==> src/rtl/regfile_pkg.sv <==
// Shared register-file definitions: default widths, register count and the
// write-request payload used by both the arbiter and the register file side.
package regfile_pkg;

    localparam int unsigned RF_ADDR_W = 4;
    localparam int unsigned RF_DATA_W = 16;
    localparam int unsigned NUM_REGS  = 1 << RF_ADDR_W;

    typedef struct packed {
        logic                 valid;
        logic [RF_ADDR_W-1:0] addr;
        logic [RF_DATA_W-1:0] data;
    } wr_req_t;

endpackage

==> src/rtl/rr_arbiter.sv <==
// Round-robin arbiter: the first requester at or above ptr (wrapping modulo
// NUM_REQ) wins, and it is reported both one-hot and as an index.
module rr_arbiter #(
    parameter int unsigned NUM_REQ = 3,
    localparam int unsigned IDX_W  = (NUM_REQ > 1) ? $clog2(NUM_REQ) : 1
) (
    input  logic [NUM_REQ-1:0] req,
    input  logic               enable,
    input  logic [IDX_W-1:0]   ptr,
    output logic [NUM_REQ-1:0] grant,
    output logic [IDX_W-1:0]   grant_idx
);

    logic        found;
    int unsigned idx;

    always_comb begin
        grant     = '0;
        grant_idx = '0;
        found     = 1'b0;
        idx       = 0;
        for (int unsigned k = 0; k < NUM_REQ; k++) begin
            idx = 32'(ptr) + k;
            if (idx >= NUM_REQ) begin
                idx = idx - NUM_REQ;
            end
            if (enable && !found && req[IDX_W'(idx)]) begin
                found                 = 1'b1;
                grant[IDX_W'(idx)]    = 1'b1;
                grant_idx             = IDX_W'(idx);
            end
        end
    end

endmodule

==> src/rtl/regfile_write_arbiter.sv <==
// Round-robin sharing of the register file write port among NUM_REQ sources,
// with a registered write stage, in-flight mask and contention counter.
module regfile_write_arbiter
    import regfile_pkg::*;
#(
    parameter int unsigned NUM_REQ = 3,
    parameter int unsigned DATA_W  = RF_DATA_W,
    parameter int unsigned ADDR_W  = RF_ADDR_W,
    localparam int unsigned IDX_W  = (NUM_REQ > 1) ? $clog2(NUM_REQ) : 1,
    localparam int unsigned N_REGS = 1 << ADDR_W
) (
    input  logic                      clk,
    input  logic                      reset,
    input  logic                      hold,
    input  logic [NUM_REQ-1:0]        req_valid,
    input  logic [NUM_REQ*ADDR_W-1:0] req_addr,
    input  logic [NUM_REQ*DATA_W-1:0] req_data,
    output logic [NUM_REQ-1:0]        req_ready,
    output logic                      rf_reg_write,
    output logic [ADDR_W-1:0]         rf_write_reg,
    output logic [DATA_W-1:0]         rf_write_data,
    output logic [N_REGS-1:0]         inflight_mask,
    output logic [15:0]               contention_cnt
);

    logic [IDX_W-1:0]  rr_ptr;
    logic [IDX_W-1:0]  ptr_next;
    logic [NUM_REQ-1:0] grant;
    logic [IDX_W-1:0]  grant_idx;
    logic              granted;
    logic              multi_valid;
    logic [ADDR_W-1:0] sel_addr;
    logic [DATA_W-1:0] sel_data;

    // Reset gates the grant so no source sees ready while the block is held in reset.
    rr_arbiter #(.NUM_REQ(NUM_REQ)) u_rr_arbiter (
        .req       (req_valid),
        .enable    (!hold && !reset),
        .ptr       (rr_ptr),
        .grant     (grant),
        .grant_idx (grant_idx)
    );

    assign req_ready = grant;
    assign granted   = |grant;

    // Clearing the lowest set bit leaves something only when two or more are set.
    assign multi_valid = |(req_valid & (req_valid - NUM_REQ'(1)));

    always_comb begin
        ptr_next = (grant_idx == IDX_W'(NUM_REQ - 1)) ? '0 : grant_idx + IDX_W'(1);
    end

    always_comb begin
        sel_addr = '0;
        sel_data = '0;
        for (int unsigned i = 0; i < NUM_REQ; i++) begin
            if (grant[i]) begin
                sel_addr = req_addr[i*ADDR_W +: ADDR_W];
                sel_data = req_data[i*DATA_W +: DATA_W];
            end
        end
    end

    always_ff @(posedge clk) begin
        if (reset) begin
            rr_ptr         <= '0;
            rf_reg_write   <= 1'b0;
            rf_write_reg   <= '0;
            rf_write_data  <= '0;
            contention_cnt <= '0;
        end else begin
            rf_reg_write <= granted;
            if (granted) begin
                rr_ptr        <= ptr_next;
                rf_write_reg  <= sel_addr;
                rf_write_data <= sel_data;
            end
            if (!hold && multi_valid && (contention_cnt != 16'hFFFF)) begin
                contention_cnt <= contention_cnt + 16'd1;
            end
        end
    end

    // Marks the register whose write is on the port but not yet stored.
    always_comb begin
        inflight_mask = '0;
        if (rf_reg_write) begin
            inflight_mask[rf_write_reg] = 1'b1;
        end
    end

endmodule

==> config.mk <==
export PLATFORM = sky130hd
export DESIGN_NAME = regfile_write_arbiter
export DESIGN_NICKNAME = d
export VERILOG_FILES = /design/src/rtl/regfile_pkg.sv /design/src/rtl/rr_arbiter.sv /design/src/rtl/regfile_write_arbiter.sv
export SDC_FILE = /design/constraint.sdc
export NUM_CORES = 1
export LEC_CHECK = 0
export ABC_AREA = 0
export CAP_MARGIN = 20
export CORE_MARGIN = 4
export CORE_UTILIZATION = 50
export CTS_CLUSTER_SIZE = 20
export DETAILED_ROUTE_END_ITERATION = 6
export DONT_BUFFER_PORTS = 1
export SYNTH_ARGS = -nofsm -noshare
export SYNTH_HDL_FRONTEND = slang
export SYNTH_SLANG_ARGS = --single-unit
==> constraint.sdc <==
create_clock -name clk -period 3.75 [get_ports clk]
set_input_delay 0.75 -clock clk [delete_from_list [all_inputs] [get_ports clk]]
set_output_delay 0.75 -clock clk [all_outputs]
set_load 0.03 [all_outputs]
**After elaboration in Yosys (flattened, before gate mapping)**

Index checks and enable logic that the tools add are counted.

- Output and inout port bits: 56
- Register bits: 39

- Mux-type cells: 33
- Bitwise logic cells: 3
- $lt $le $gt $ge: 11
- Reduce and logical (&&, ||, !) cells: 18
- Eq/ne operators: 2
- $add $sub $neg: 8

Operators by type and width:

| operator | number |
|---|---|
| 2-to-1 mux 16 bit | 4 |
| adder 16 x 1 -> 16 bit (second input constant) | 1 |
| != test 16 bit (second input constant) | 1 |
| 2-to-1 mux 2 bit | 7 |
| logical AND 1 bit | 12 |
| 2-to-1 mux 4 bit | 3 |
| less-than comparator 2 x 3 -> 1 bit (second input constant) | 3 |
| 2-to-1 mux 1 bit | 9 |
| 2-to-1 mux 3 bit | 3 |
| binary-select mux 1 bit (select 2 bit) | 3 |
| demux 1 bit (select 2 bit) | 3 |
| greater-or-equal comparator 2 x 1 -> 1 bit (second input constant) | 3 |
| greater-or-equal comparator 3 x 2 -> 1 bit (second input constant) | 2 |
| OR 3 bit | 2 |
| OR reduction 3 bit | 2 |
| subtractor 2 bit (second input constant) | 3 |
| less-than comparator 4 x 5 -> 1 bit (second input constant) | 1 |
| demux 1 bit (select 4 bit) | 1 |
| greater-or-equal comparator 4 x 1 -> 1 bit (second input constant) | 1 |
| zero test 1 bit | 4 |
| adder 2 x 1 -> 3 bit (second input constant) | 1 |
| adder 2 x 2 -> 3 bit (second input constant) | 1 |
| AND 3 bit | 1 |
| subtractor 3 x 1 -> 3 bit (second input constant) | 1 |
| 3 further kinds | 3 |

**Longest topological paths before layout**

- Depth in word-level cells: 17
- Mapped depth: 11
- Depth with buffers taken out: 9

**Hierarchy**

From an unflattened synthesis, not the netlist that was laid out.

- Cell total of the unflattened synthesis: 319
- Area, all modules: 2508.7 µm²

By module, submodules not included:

| module | area an instance (µm²) | seq. area each (µm²) | cells each | times used |
|---|---|---|---|---|
| regfile_write_arbiter | 2215.9 | 780.7 | 279 | 1 |
| rr_arbiter | 292.8 | 0.0 | 40 | 1 |

**Worst setup path before layout**

Ideal clock, no wire load.

- Kind: in2reg
- From: in req_valid[0]
- To: reg rf_write_reg[0]
- Slack: 0.982 ns
- Arrival time: 2.710 ns
- Buffers on the path: 1
- Library setup time: 0.058 ns
- Cell stages on the path: 7
- Required time: 3.692 ns
- Cells stage by stage: mux2_4 -> o31a_1 -> or3_4 -> a22oi_4 -> nor3b_4 -> buf_6 -> a221o_2

- Word-level cells in the longest chain between the ends: 15
- Elaborated cells between the ends (all ways): 24
- Classes of those cells: mux: 14; bitwise: 2; reduce/logical: 8

Ends and longest elaborated chain:

| what | line | text |
|---|---|---|
| start, declared | regfile_write_arbiter.sv:15 | `input logic [NUM_REQ-1:0] req_valid,` |
| binary-select mux 1 bit (select 2 bit) | rr_arbiter.sv:27 | `if (enable && !found && req[IDX_W'(idx)]) begin` |
| 2-to-1 mux 1 bit (not written as such) | rr_arbiter.sv:27 |  |
| logical AND 1 bit | rr_arbiter.sv:27 |  |
| 2-to-1 mux 1 bit | rr_arbiter.sv:27 |  |
| zero test 1 bit | rr_arbiter.sv:27 |  |
| logical AND 1 bit (2 in series) | rr_arbiter.sv:27 |  |
| 2-to-1 mux 1 bit | rr_arbiter.sv:27 |  |
| zero test 1 bit | rr_arbiter.sv:27 |  |
| logical AND 1 bit (2 in series) | rr_arbiter.sv:27 |  |
| 2-to-1 mux 3 bit (*) | rr_arbiter.sv:27 |  |
| net req_ready[0] | regfile_write_arbiter.sv:18 | `output logic [NUM_REQ-1:0] req_ready,` |
| 2-to-1 mux 4 bit (3 in series) | regfile_write_arbiter.sv:58 | `if (grant[i]) begin` |
| end signal, assigned | regfile_write_arbiter.sv:76 | `rf_write_reg <= sel_addr;` |
| end, declared | regfile_write_arbiter.sv:20 | `output logic [ADDR_W-1:0] rf_write_reg,` |

Mark *: on every way through the listed nets, which the timed path passes. The rest lies on a longest branch. The select of a mux whose other input is x is not followed.
A chain may end at the register's enable or synchronous reset.

**Worst setup path in the final report**

- From: reg rr_ptr[0]
- To: reg rf_write_data[5]

- Elaborated cells between the ends (all ways): 50
- Classes of those cells: add/sub: 5; order compare: 9; mux: 23; bitwise: 2; reduce/logical: 11

RTL lines:

| what | line | text |
|---|---|---|
| start, declared | regfile_write_arbiter.sv:26 | `logic [IDX_W-1:0] rr_ptr;` |
| start signal, assigned | regfile_write_arbiter.sv:75 | `rr_ptr <= ptr_next;` |
| parallel branches: the longest is 13 deep, another holds adder 2 x 1 -> 3 bit | -- |  |
| 2-to-1 mux 3 bit (*) | rr_arbiter.sv:27 |  |
| net req_ready[1] | regfile_write_arbiter.sv:18 |  |
| 2-to-1 mux 16 bit (2 in series) | regfile_write_arbiter.sv:58 |  |
| end signal, assigned | regfile_write_arbiter.sv:77 | `rf_write_data <= sel_data;` |
| end, declared | regfile_write_arbiter.sv:21 | `output logic [DATA_W-1:0] rf_write_data,` |

Mark *: on every way through the listed nets, which the timed path passes. The select of a mux whose other input is x is not followed.

==> key figures <==
Clock tree
  • Postcts setup bufs: 0
  • H-tree depth: 2
  • Clock buffer depth: 2
  • CTS resizes: 0
  • Cts bufs inserted: 5
  • Root Driver: clkbuf_8
  • Worst skew pair latency: about 0.29 ns
  • Reg clk slew, reported paths: ~0.080 ns
  • TritonCTS clock tree: built
  • # clock sinks: 39
  • Hold Buf Count CTS: 0

Setup path
  • Worst R2R Path Depth: 8
  • CP Capture Type: register
  • Reg2reg setup slack: 0.46 ns
  • Worst endpoint data arrival time: around 3.5 ns
  • CP startpoint kind: register
  • CP Class: register to register
  • Critical path origin: rr_ptr[0]$_SDFFE_PP0P_
  • Req. time, crit path: 3.98 ns
  • R2R Path End: rf_write_data[5]$_SDFFE_PP0P_
  • Worst R2R Start: rr_ptr[0]$_SDFFE_PP0P_
  • Worst-path fanout max: 19

Power
  • Flop pwr share: a little under half
  • Clock share of power: 15.8%
  • VDD IR-drop max: 0.3485 mV
  • Sw Ratio: 46.05%
  • Total power: 1.757 mW
  • Leak: 1.087 nW
  • P_sw: about 810 uW
  • Pwr Density: roughly 710 nW/um2
  • Combinational power share: a little under two fifths
  • Int Power: roughly 950 uW

Route
  • DRC Markers: 0
  • Vias/cell: approximately 6.3
  • Initial drt markers: 125
  • Post-DR wirelength/cell: 18.46 um
  • Antenna Nets Post-Route: 0
  • Drt total wl: about 6 mm
  • Drt first pass iters: 4
  • DR vias: 2035

Synth
  • Synth top cells by count: dfxtp_1, nor2_1, inv_1, o21ai_0, mux2i_1
  • Unique masters post-synth: 54
  • Yosys top cell area share: 32.93%
  • Synth Net Count: roughly 340
  • Syn_area_per_cell: 8.717 um2
  • Async set-reset flop share out of synthesis: 0%
  • Ys flop type: dfxtp_1
  • Yosys synthesis warning count: 0
  • Mapped Cells: 272
  • FF+latch count, synth: 39
  • Cell Area, Synth: approximately 2400 um2
  • Top-count cell post-synth: dfxtp_1
  • Number of enable flip-flop cells after synthesis: 0
  • Yosys top cell by area: dfxtp_1
  • Synth top area cells: dfxtp_1, mux2i_1, a221o_2
  • Seq/Total Area, Yosys: 32.93%

Worst hold path
  • Hold Path End: rr_ptr[0]$_SDFFE_PP0P_
  • Min-Delay Path Depth: 2
  • Min-delay worst type: register to register
  • Hold Startpoint: rr_ptr[0]$_SDFFE_PP0P_

Timing
  • Fmax: between 300 and 400 MHz
  • Final Setup Violations: 0
  • Measured slew at the worst slew-check pin: 0.9795 ns
  • Final hold viol count: 0
  • Final min period: 3.290 ns
  • Fin Clk Skew: 0.007049 ns
  • Slew Limit Headroom: 34.21%
  • RSZ-0062 raised after global routing: false
  • Slew Limit Fails: 0
  • Tcrit/Tclk final: 87.72%
  • Setup_tns: 0 ns

Floorplan
  • DIE HEIGHT: 76.86 um
  • Full die area: 5907 um2
  • Ports: 122
  • Initial Util: a little over half
  • Core Rows: 24
  • Die Wd: 76.86 um
  • Core area: approximately 4500 um2

Final layout
  • Ant diodes: 0
  • Nets: 340
  • Layout cells sized above 1: ~16%
  • Post-route cell area: roughly 2500 um2
  • Synth-to-Final Area Change: 4.855%
  • Final core occ: 55.56%
  • Fillers: 416

Global route
  • Initial antenna violation count: 0
  • Number of global-route vias before repair: 1797
  • First-pass GRT wire length: 9.528 mm
  • Remaining global-route overflow: 0
  • Overall Global Routing Usage: 19.71%
  • Largest net degree at the start of global routing: 23

Placed design
  • Placed cell areas: around 2400 um2
  • HPWL after detailed placement: between 4 and 5 mm
  • Final Wtd Congestion: 0.7833
  • # port buffers: 0

Run status
  • Status: complete, no violations

Flow run
  • Max-cap violation count: 0
==> cells by family after synthesis <==
| logic type | Yosys count | share of synthesized area [%] |
|---|---|---|
| simple gates | 87 | 20.74 |
| mux | 25 | 10.82 |
| buf+inv | 39 | 7.018 |
| flops | 39 | 32.93 |
| compound gates | 67 | 22.16 |
| fa+ha+maj | 5 | 2.639 |
| xor+xnor | 10 | 3.694 |
==> placed cells by master (no fill, tap or decap), types with 2 or more instances in the layout <==
cell      instances
a21oi_1           4
a221o_1           2
a221o_2          18
a311oi_1          2
a31oi_1           3
and3_1            3
and4_1            3
buf_4             3
clkbuf_8          5
dfxtp_1          39
ha_1              5
inv_1            25
mux2i_1          23
nand2_1          11
nand2b_1          5
nand3_1           8
nand3b_1          3
nand4_1           2
nor2_1           26
nor3_1            9
o21a_1            2
o21ai_0          25
or3_1             3
or3b_2            2
xnor2_1           6
xor2_1            4
==> power by group through the flow <==
stage	sequential, mW	combinational, mW	clock (mW)
3_5_place_dp	0.820	0.666	0
3_3_place_gp	0.821	0.657	0
5_1_grt	0.827	0.733	0.312
2_1_floorplan	0.785	0.590	0
6_report	0.811	0.670	0.277
4_1_cts	0.809	0.671	0.283
==> through the flow <==
stage / hold slack, ns / cells / worst slack (ns)
6_report: 0.5207 / 322 / 0.4604
5_1_grt: 0.5012 / 322 / 0.1968
4_1_cts: 0.5179 / 322 / 0.4284
3_5_place_dp: 0.5155 / 314 / 0.4250
3_3_place_gp: 0.5135 / 314 / 0.5454
2_1_floorplan: 0.4855 / 272 / 0.9821
==> worst max path at each step <==
stage | cells after the start | to
floorplan | 7 | rf_write_reg[0]$_SDFFE_PP0P_
global placement | 8 | rf_write_data[6]$_SDFFE_PP0P_
detailed placement | 8 | rf_write_data[5]$_SDFFE_PP0P_
CTS | 8 | rf_write_data[5]$_SDFFE_PP0P_
global route | 8 | rf_write_data[0]$_SDFFE_PP0P_
finish | 8 | rf_write_data[5]$_SDFFE_PP0P_
==> worst max-delay path: stages, from the launching register on <==
cell and delay, ns:
dfxtp_1 0.38, inv_1 0.08, ha_1 0.47, nor4bb_1 0.10, a311oi_1 0.44, nor4_2 0.11
or2_1 0.44, nor4_4 0.92, a221o_2 0.30
==> area by class of cell <==
cell class                 count  area (um2)  share of cell area (%)
clock buffer                   6       72.57                   2.919
clock inverter                 2       12.51                  0.5033
inverter                      26       97.59                   3.926
multi-input combinational    194        1435                   57.73
sequential                    39       780.7                   31.40
tap                           52       65.06                   2.617
timing repair buffer           3       22.52                  0.9059
==> per-layer routing <==
metal  vias to the layer above  routed length [um]  global-route usage [%]
met5                         -                   0                       0
met1                       975                2676                   25.36
met2                        74                2788                   32.06
met3                         5                 438                   6.792
met4                         0                  39                   3.804
li1                        981                   -                       -
Note: power is estimated with default switching activity, not from simulation.
